<file path="src/rtl/mult_pkg.sv">
// Shared types and constants for the sequential shift-and-add multiplier.
package mult_pkg;

    localparam int unsigned MULT_WIDTH_DEF = 16;

    typedef enum logic [1:0] {
        IDLE = 2'd0,
        CALC = 2'd1,
        DONE = 2'd2
    } state_t;

endpackage

</file>
<file path="src/rtl/seq_mult_datapath.sv">
// Operand shift registers, accumulator and final sign fix-up of the multiplier.
// Signed operation is built only when SEQ_MULT_SIGNED_EN is defined.
module seq_mult_datapath
    import mult_pkg::*;
#(
    parameter int unsigned WIDTH = MULT_WIDTH_DEF
) (
    input  logic                 clk,
    input  logic                 rst_n,
    input  logic                 load,
    input  logic                 step,
    input  logic                 finish,
    input  logic                 signed_mode,
    input  logic [WIDTH-1:0]     a,
    input  logic [WIDTH-1:0]     b,
    output logic [2*WIDTH-1:0]   result
);

    localparam int unsigned PW = 2 * WIDTH;

    logic [PW-1:0]    mcand_q;
    logic [PW-1:0]    acc_q;
    logic [PW-1:0]    acc_sum;
    logic [PW-1:0]    prod;
    logic [WIDTH-1:0] mplier_q;
    logic [WIDTH-1:0] a_mag;
    logic [WIDTH-1:0] b_mag;

    // Sum including the current step, so the last add lands in the result on the final edge.
    assign acc_sum = mplier_q[0] ? (acc_q + mcand_q) : acc_q;

`ifdef SEQ_MULT_SIGNED_EN
    logic neg_q;
    logic neg_d;

    // Negating -2^(WIDTH-1) wraps back to the same bit pattern, which is the correct unsigned magnitude.
    always_comb begin
        a_mag = (signed_mode && a[WIDTH-1]) ? (~a + WIDTH'(1)) : a;
        b_mag = (signed_mode && b[WIDTH-1]) ? (~b + WIDTH'(1)) : b;
        neg_d = signed_mode & (a[WIDTH-1] ^ b[WIDTH-1]);
        prod  = neg_q ? (~acc_sum + PW'(1)) : acc_sum;
    end

    always_ff @(posedge clk or negedge rst_n) begin
        if (!rst_n) begin
            neg_q <= 1'b0;
        end else if (load) begin
            neg_q <= neg_d;
        end
    end
`else
    logic unused_signed;

    assign unused_signed = signed_mode;
    assign a_mag         = a;
    assign b_mag         = b;
    assign prod          = acc_sum;
`endif

    always_ff @(posedge clk or negedge rst_n) begin
        if (!rst_n) begin
            mcand_q  <= '0;
            mplier_q <= '0;
            acc_q    <= '0;
            result   <= '0;
        end else begin
            if (load) begin
                mcand_q  <= PW'(a_mag);
                mplier_q <= b_mag;
                acc_q    <= '0;
            end else if (step) begin
                acc_q    <= acc_sum;
                mplier_q <= mplier_q >> 1;
                mcand_q  <= mcand_q << 1;
            end
            if (finish) begin
                result <= prod;
            end
        end
    end

endmodule

</file>
<file path="src/rtl/seq_multiplier.sv">
// Sequential WIDTH-cycle shift-and-add multiplier: control FSM and iteration counter.
// Define SEQ_MULT_SIGNED_EN to honour inp_signed (two's-complement operands).
module seq_multiplier
    import mult_pkg::*;
#(
    parameter int unsigned WIDTH = MULT_WIDTH_DEF,
    parameter int unsigned CNT_W = $clog2(WIDTH + 1)
) (
    input  logic                 inp_clk,
    input  logic                 inp_rst_n,
    input  logic                 inp_start,
    input  logic [WIDTH-1:0]     inp_a,
    input  logic [WIDTH-1:0]     inp_b,
    input  logic                 inp_signed,
    output logic [2*WIDTH-1:0]   out_result,
    output logic                 out_busy,
    output logic                 out_done
);

    state_t           state_q;
    state_t           state_d;
    logic [CNT_W-1:0] cnt_q;
    logic [CNT_W-1:0] cnt_d;
    logic             load;
    logic             step;
    logic             finish;
    logic             busy_d;
    logic             done_d;

    always_ff @(posedge inp_clk or negedge inp_rst_n) begin
        if (!inp_rst_n) begin
            state_q  <= IDLE;
            cnt_q    <= '0;
            out_busy <= 1'b0;
            out_done <= 1'b0;
        end else begin
            state_q  <= state_d;
            cnt_q    <= cnt_d;
            out_busy <= busy_d;
            out_done <= done_d;
        end
    end

    // Next state, counter and datapath strobes; DONE may re-accept for back-to-back operation.
    always_comb begin
        state_d = state_q;
        cnt_d   = cnt_q;
        load    = 1'b0;
        step    = 1'b0;
        finish  = 1'b0;
        case (state_q)
            IDLE: begin
                if (inp_start) begin
                    load    = 1'b1;
                    cnt_d   = CNT_W'(WIDTH);
                    state_d = CALC;
                end
            end
            CALC: begin
                step  = 1'b1;
                cnt_d = cnt_q - CNT_W'(1);
                if (cnt_q == CNT_W'(1)) begin
                    finish  = 1'b1;
                    state_d = DONE;
                end
            end
            DONE: begin
                if (inp_start) begin
                    load    = 1'b1;
                    cnt_d   = CNT_W'(WIDTH);
                    state_d = CALC;
                end else begin
                    state_d = IDLE;
                end
            end
            default: begin
                state_d = IDLE;
            end
        endcase
        busy_d = (state_d != IDLE);
        done_d = (state_d == DONE);
    end

    seq_mult_datapath #(
        .WIDTH (WIDTH)
    ) u_datapath (
        .clk         (inp_clk),
        .rst_n       (inp_rst_n),
        .load        (load),
        .step        (step),
        .finish      (finish),
        .signed_mode (inp_signed),
        .a           (inp_a),
        .b           (inp_b),
        .result      (out_result)
    );

endmodule
</file>
<file path="config.mk">
export PLATFORM = sky130hd
export DESIGN_NAME = seq_multiplier
export DESIGN_NICKNAME = d
export VERILOG_FILES = /design/src/rtl/mult_pkg.sv /design/src/rtl/seq_mult_datapath.sv /design/src/rtl/seq_multiplier.sv
export SDC_FILE = /design/constraint.sdc
export NUM_CORES = 1
export LEC_CHECK = 0
export ABC_CLOCK_PERIOD_IN_PS = 6900
export CAP_MARGIN = 10
export CORE_MARGIN = 2
export CORE_UTILIZATION = 62
export DETAILED_ROUTE_END_ITERATION = 6
export PLACE_DENSITY = 0.86
export SETUP_SLACK_MARGIN = 0.05
export SLEW_MARGIN = 20
export SYNTH_ARGS = -nofsm -noshare
export SYNTH_HDL_FRONTEND = slang
export SYNTH_SLANG_ARGS = --single-unit
</file>
<file path="constraint.sdc">
create_clock -name inp_clk -period 6.9 [get_ports inp_clk]
set_clock_uncertainty 0.15 [all_clocks]
set_input_delay 1.38 -clock inp_clk [delete_from_list [all_inputs] [get_ports inp_clk]]
set_output_delay 1.38 -clock inp_clk [all_outputs]
set_load 0.005 [all_outputs]
</file>
======== Yosys cells after proc, flatten, opt, wreduce, memory -nomap -nowiden ========
Cells that the tools add are included.
operators by class
  muxes and demuxes ....................... 18
  reduce and logical (&&, ||, !) cells .... 6
  $add $sub $neg .......................... 2
  eq/ne operators ......................... 5
operators with widths
  kind                                                                      count
  32-bit 2-to-1 mux                                                         5
  32-bit adder                                                              1
  16-bit 2-to-1 mux                                                         2
  5-bit case mux with 2 select lines                                        1
  1-bit 2-to-1 mux                                                          6
  2-bit case mux with 3 select lines                                        1
  2-bit nonzero test                                                        3
  5-bit by 1-bit == test with 1-bit output (second input constant)          1
  5-bit 2-to-1 mux                                                          1
  5-bit by 1-bit subtractor with 5-bit output (second input constant)       1
  2-bit == test (second input constant)                                     2
  2-bit 2-to-1 mux                                                          2
  2-bit by 1-bit == test with 1-bit output (second input constant)          1
  2-bit logical NOT                                                         1
  2-bit by 1-bit inequality test with 1-bit output (second input constant)  1
  2-bit AND reduction                                                       1
  2-bit OR reduction                                                        1
storage, ports and cells
  output and inout bits ................... 34
  register bits after elaboration ......... 121
  logic and storage cells ................. 39

======== Longest topological paths before layout ========
  depth in word-level cells ............... 4
  gate-level depth with buffers ........... 12
  mapped depth without buffers ............ 11

======== Cells and area by module ========
Synthesis repeated with hierarchy kept, for this count alone.
second synthesis, totals
  cell total of the unflattened synthesis .. 762
  area, all modules ....................... 7054.3 sq um
by module, submodules not included
  module             cells an instance  sequential area each (sq um)  times used  area an instance (sq um)
  seq_mult_datapath  727                2802.7                        1           6610.1
  seq_multiplier     35                 225.2                         1           444.2

======== Worst setup path before layout ========
No wires, ideal clock.
  path type ............................... register -> register
  start point ............................. register u_datapath.acc_q[0]
  end point ............................... register u_datapath.result[24]
  arrival time ............................ 2605 ps
  cell stages (with the launch flop) ...... 12
  path slack .............................. 4027 ps
  clock period less this slack ............ 2873 ps
  cell sequence ........................... dfrtp_1 > ha_1 > fa_1 > a21o_1 > a21oi_1 > o211ai_1 > a32o_1 > a22oi_1 > a31o_2 > xor2_1 > a211oi_1 > a21o_1
between the ends
  longest elaborated chain between the ends .. 2
ends and longest elaborated chain
  element                 RTL line                 text
  start, declared         seq_mult_datapath.sv:22  logic [PW-1:0] acc_q;
  start signal, assigned  seq_mult_datapath.sv:72  acc_q <= acc_sum;
  32-bit adder            seq_mult_datapath.sv:30  assign acc_sum = mplier_q[0] ? (acc_q + mcand_q) : acc_q;
  32-bit 2-to-1 mux       seq_mult_datapath.sv:30
  end signal, assigned    seq_mult_datapath.sv:77  result <= prod;
  end, declared           seq_mult_datapath.sv:16  output logic [2*WIDTH-1:0] result
Every way passes these cells.
A chain may end at the register's enable or synchronous reset.

======== Final worst setup path ========
  start point ............................. register u_datapath.mcand_q[0]
  end point ............................... register u_datapath.result[28]
between the ends
  longest elaborated chain between the ends .. 2
ends and longest elaborated chain
  element                 RTL line                 text
  start, declared         seq_mult_datapath.sv:21  logic [PW-1:0] mcand_q;
  start signal, assigned  seq_mult_datapath.sv:68  mcand_q <= PW'(a_mag);
  start signal, assigned  seq_mult_datapath.sv:74  mcand_q <= mcand_q << 1;
  32-bit adder            seq_mult_datapath.sv:30
  32-bit 2-to-1 mux       seq_mult_datapath.sv:30
Every way passes these cells.

==> results.txt <==
----------------------------------------------------
[Status]
  Outcome ... finished, violations left
  Failing checks ... design-rule violations

[Job]
  Max capacitance violation total ... 0

[Placed design]
  Worst slack at placement ... 3.39 ns
  Instance area at placement ... 7480 µm²
  Routability congestion estimate ... 0.954
  Port Buffers ... 68
  Final HPWL DP ... 10.9 mm

[Cells and area]
  Total Nets Final ... 846
  Post-route cell area ... 8130 µm²
  Fillers ... 775
  Diodes inserted ... 0
  Fraction of layout instances using a drive strength above 1 ... 7.60%
  Commonest non-fill, non-tap cell in the layout ... sky130_fd_sc_hd__nand2_1
  Area added between synthesis and finish ... 20.4%
  Top library cells by usage in the layout, fill and taps aside ... sky130_fd_sc_hd__nand2_1 (124), sky130_fd_sc_hd__dfrtp_1 (121), sky130_fd_sc_hd__clkdlybuf4s50_1 (67), sky130_fd_sc_hd__o21ai_0 (48), sky130_fd_sc_hd__a21oi_1 (44)

[Yosys]
  Flip-flop and latch count after synthesis ... 121
  Average cell area after synthesis ... 9.27 µm²
  Fraction of synthesis flops using an asynchronous set or reset pin ... 100%
  Area share of the leading cell type in the synthesized netlist ... 44.9%
  Number of nets produced by synthesis ... 798
  Warning count from the yosys run ... 0
  Sequential share of the synthesized area ... 44.9%
  Post-synthesis cell count ... 728
  Cells taking the most area after synthesis ... sky130_fd_sc_hd__dfrtp_1 (45%), sky130_fd_sc_hd__nand2_1 (7.0%), sky130_fd_sc_hd__ha_1 (6.1%), sky130_fd_sc_hd__o21ai_0 (3.6%), sky130_fd_sc_hd__a22oi_1 (3.4%)
  Flip-flop cell with the highest count after synthesis ... sky130_fd_sc_hd__dfrtp_1
  Number of flops mapped to enable cells by yosys ... 0
  Cell accounting for the most synthesized area ... sky130_fd_sc_hd__dfrtp_1
  Summed instance area of the synthesized netlist ... 6750 µm²
  Number of distinct library cell variants in the gate-level netlist after synthesis ... 60

[Clock network]
  Cts hold-fix bufs ... 0
  # Post-CTS Setup Buffers ... 0
  TritonCTS clock tree ... done
  Clock latency on the worst-skew pair ... 0.54 ns
  Maximum clock path buffer count ... 2
  Number of buffers created by CTS ... 17
  Clock tree sinks ... 121
  Clock tree root driver cell ... sky130_fd_sc_hd__clkbuf_8
  CTS H-tree lvls ... 4
  CTS clock-pin slew for the worst setup and hold paths ... 0.06 ns
  Post-cts resize count ... 0

[Worst setup path]
  Endpoint of the worst register-to-register path ... u_datapath.result[28]$_DFFE_PN0P_
  Cell-by-cell listing of the critical path ... ha_1 > fa_1 > a21o_1 > a21oi_1 > o211ai_1 > a32o_1 > a22oi_1 > a21oi_1 > a211oi_1 > a31o_2 > a31oi_1
  Crit path capture type ... register
  Worst path bufs/invs ... 0
  Critical path depth in cells ... 11
  Data arrival, critical path ... 3.77 ns
  Max FO, Critical Path ... 4
  Library cell appearing most often on the critical path ... sky130_fd_sc_hd__a21oi_1
  Source of the worst register-to-register timing path ... u_datapath.mcand_q[0]$_DFFE_PN0P_
  Worst reg-to-reg path cell count ... 11
  Crit-path slowest cell ... sky130_fd_sc_hd__fa_1
  Worst Path Required ... 7.13 ns
  R2R setup slack ... 3.36 ns
  Highest cell delay on the worst timing path ... 0.43 ns
  Start-to-end type of the worst setup path ... reg2reg
  Category of cells accounting for the largest share of critical-path delay ... compound AO/OA/AOI/OAI gates
  Launch point of the worst path ... u_datapath.mcand_q[0]$_DFFE_PN0P_
  Type of element launching the critical path ... register
  Timing endpoint of the critical path ... u_datapath.result[28]$_DFFE_PN0P_

[STA]
  Slew Limit Headroom ... 26.8%
  Unrepaired setup endpoints after global routing ... false
  Number of endpoints failing setup at the final stage ... 0
  Achievable Freq ... 0.282 GHz
  Period minus WS final ... 3.54 ns
  Number of endpoints with negative hold slack in the final report ... 0
  Total count of max-transition violations in the final report ... 0
  Least setup slack across all paths after layout ... 3.36 ns
  Sum of negative setup slack ... 0 ns
  Worst-Margin Slew ... 1.10 ns
  Final critical-path share of the clock period ... 51.3%

[Power and ir drop]
  Overall power of the completed layout ... 4.27 mW
  Fraction of power spent switching nets ... 41.4%
  Portion of total power attributed to sequential cells ... 29.5%
  Cell internal pwr ... 2.50 mW
  Logic pwr share ... 48.1%
  Worst vdd ir ... 0.302 mV
  Standby leakage power ... 3.81 nW
  Part of the total power dissipated in the clock network ... 22.5%
  Power Dens Cells ... 526 nW/µm²
  Power spent charging and discharging nets ... 1.77 mW

[Global route]
  Maximum number of pins on one net before global-route repair ... 75
  Remaining global-route overflow ... 0
  Global routing usage summed across all routing layers ... 30.8%
  Initial antenna violation count ... 0
  First-pass GRT wire length ... 28.0 mm
  Number of global-route vias before repair ... 5,689

[Floorplanning]
  Overall die height ... 108 µm
  Initial Utilization ... 62.8%
  Standard-cell row count ... 38
  Die area ... 11,700 µm²
  Overall die width ... 108 µm
  Number of ports placed on the die boundary ... 70
  Area of the core ... 10,700 µm²

[Detailed routing]
  Vias per Instance ... 6.34
  Detailed Route Iter0 Violations ... 408
  Vias after detailed routing ... 5,886
  Wire length per cell after detailed routing ... 18.2 µm
  Number of detailed-route iterations in the first pass ... 7
  DRC violation count after routing ... 1
  Residual antenna-violating net count after detailed routing ... 0
  Total wire length after detailed routing ... 16.9 mm

[Hold path]
  Count of cells along the worst hold path ... 2
  Class of the tightest hold or removal check ... reg2reg

----------------------------------------------------
metal layers:
layer  part of all wire (%)  vias to the layer above  track usage (%)  routed length (µm)
met5                      0                        -                0                   0
met4                    2.8                        0             13.0                 481
met3                    7.4                       48             6.33                1250
met2                     49                      263             50.3                8250
met1                     41                     2859             40.1                6950
li1                       -                     2716                -                   -
metrics by stage:
stage          hold WS (ns)  utilization [%]  std cells
4_1_cts               0.328             75.6        929
2_1_floorplan         0.297                -        728
5_1_grt               0.344             75.6        929
6_report              0.326             75.6        929
3_5_place_dp          0.313             69.6        897
3_3_place_gp          0.309             69.6        897
synthesized netlist by cell type (all sizes together), types with 6 or more instances:
library cell  instances
nor3                 11
o21a                  8
clkbuf               33
a31oi                 6
nand3                31
a22oi                31
nor2                 38
ha                   33
buf                  12
and3                 12
a21o                 20
inv                  15
a21oi                46
xor2                 15
o21ai                59
dfrtp               121
mux2i                13
xnor2                13
nand2               125
a22o                 21
state kept, by name, indices dropped and copies added, names as in the netlist:
register	flops
cnt_q	5
u_datapath.mcand_q	32
out_done	1
out_busy	1
u_datapath.result	32
u_datapath.acc_q	32
state_q	2
u_datapath.mplier_q	16
worst register-to-register path, stage by stage, from the launching register on:
cell and delay, ns:
sky130_fd_sc_hd__dfrtp_1 0.41, sky130_fd_sc_hd__ha_1 0.23, sky130_fd_sc_hd__fa_1 0.43, sky130_fd_sc_hd__a21o_1 0.21
sky130_fd_sc_hd__a21oi_1 0.32, sky130_fd_sc_hd__o211ai_1 0.30, sky130_fd_sc_hd__a32o_1 0.35, sky130_fd_sc_hd__a22oi_1 0.28
sky130_fd_sc_hd__a21oi_1 0.19, sky130_fd_sc_hd__a211oi_1 0.30, sky130_fd_sc_hd__a31o_2 0.14, sky130_fd_sc_hd__a31oi_1 0.07
kinds of logic (layout without fill, tap and decap cells):
logic type / after synthesis / count (layout) / share of synthesized area (%)
and+or+nand+nor: 239 / 239 / 15.7
adders and majority gates: 34 / 34 / 6.41
DFF: 121 / 121 / 44.9
buffers and inverters: 61 / 122 / 3.58
AOI/OAI and AO/OA: 231 / 231 / 23.7
muxes: 14 / 14 / 2.09
xor gates and xnor gates: 28 / 28 / 3.63
area by class of cell:
cell class / instances / area (µm²) / share of cell area, %
flip-flops and latches: 121 / 3030 / 37.3
clock inverters: 14 / 221 / 2.72
multi-input cells: 546 / 3500 / 43.1
well taps: 140 / 175 / 2.16
clock buffers: 18 / 418 / 5.14
repair buffers: 74 / 723 / 8.90
inverters: 16 / 60.1 / 0.739
worst min-delay path by stage:
stage	end	start	slack, ns
floorplan	u_datapath.mplier_q[10]$_DFFE_PN0P_	u_datapath.mplier_q[10]$_DFFE_PN0P_	0.30
global placement	u_datapath.result[30]$_DFFE_PN0P_	u_datapath.result[30]$_DFFE_PN0P_	0.31
detailed placement	u_datapath.mplier_q[4]$_DFFE_PN0P_	u_datapath.mplier_q[4]$_DFFE_PN0P_	0.31
CTS	u_datapath.mplier_q[4]$_DFFE_PN0P_	u_datapath.mplier_q[4]$_DFFE_PN0P_	0.33
global route	u_datapath.mplier_q[4]$_DFFE_PN0P_	u_datapath.mplier_q[4]$_DFFE_PN0P_	0.34
finish	u_datapath.mplier_q[4]$_DFFE_PN0P_	u_datapath.mplier_q[4]$_DFFE_PN0P_	0.33
power by group through the flow:
stage	Combinational, mW	Clock (mW)	Sequential, mW
CTS	2.03	0.967	1.25
finish	2.05	0.960	1.26
detailed placement	2.00	0	1.26
global placement	1.92	0	1.24
global route	2.28	0.994	1.29
floorplan	1.44	0	1.20
No activity file was read; power rests on OpenSTA's default activity.
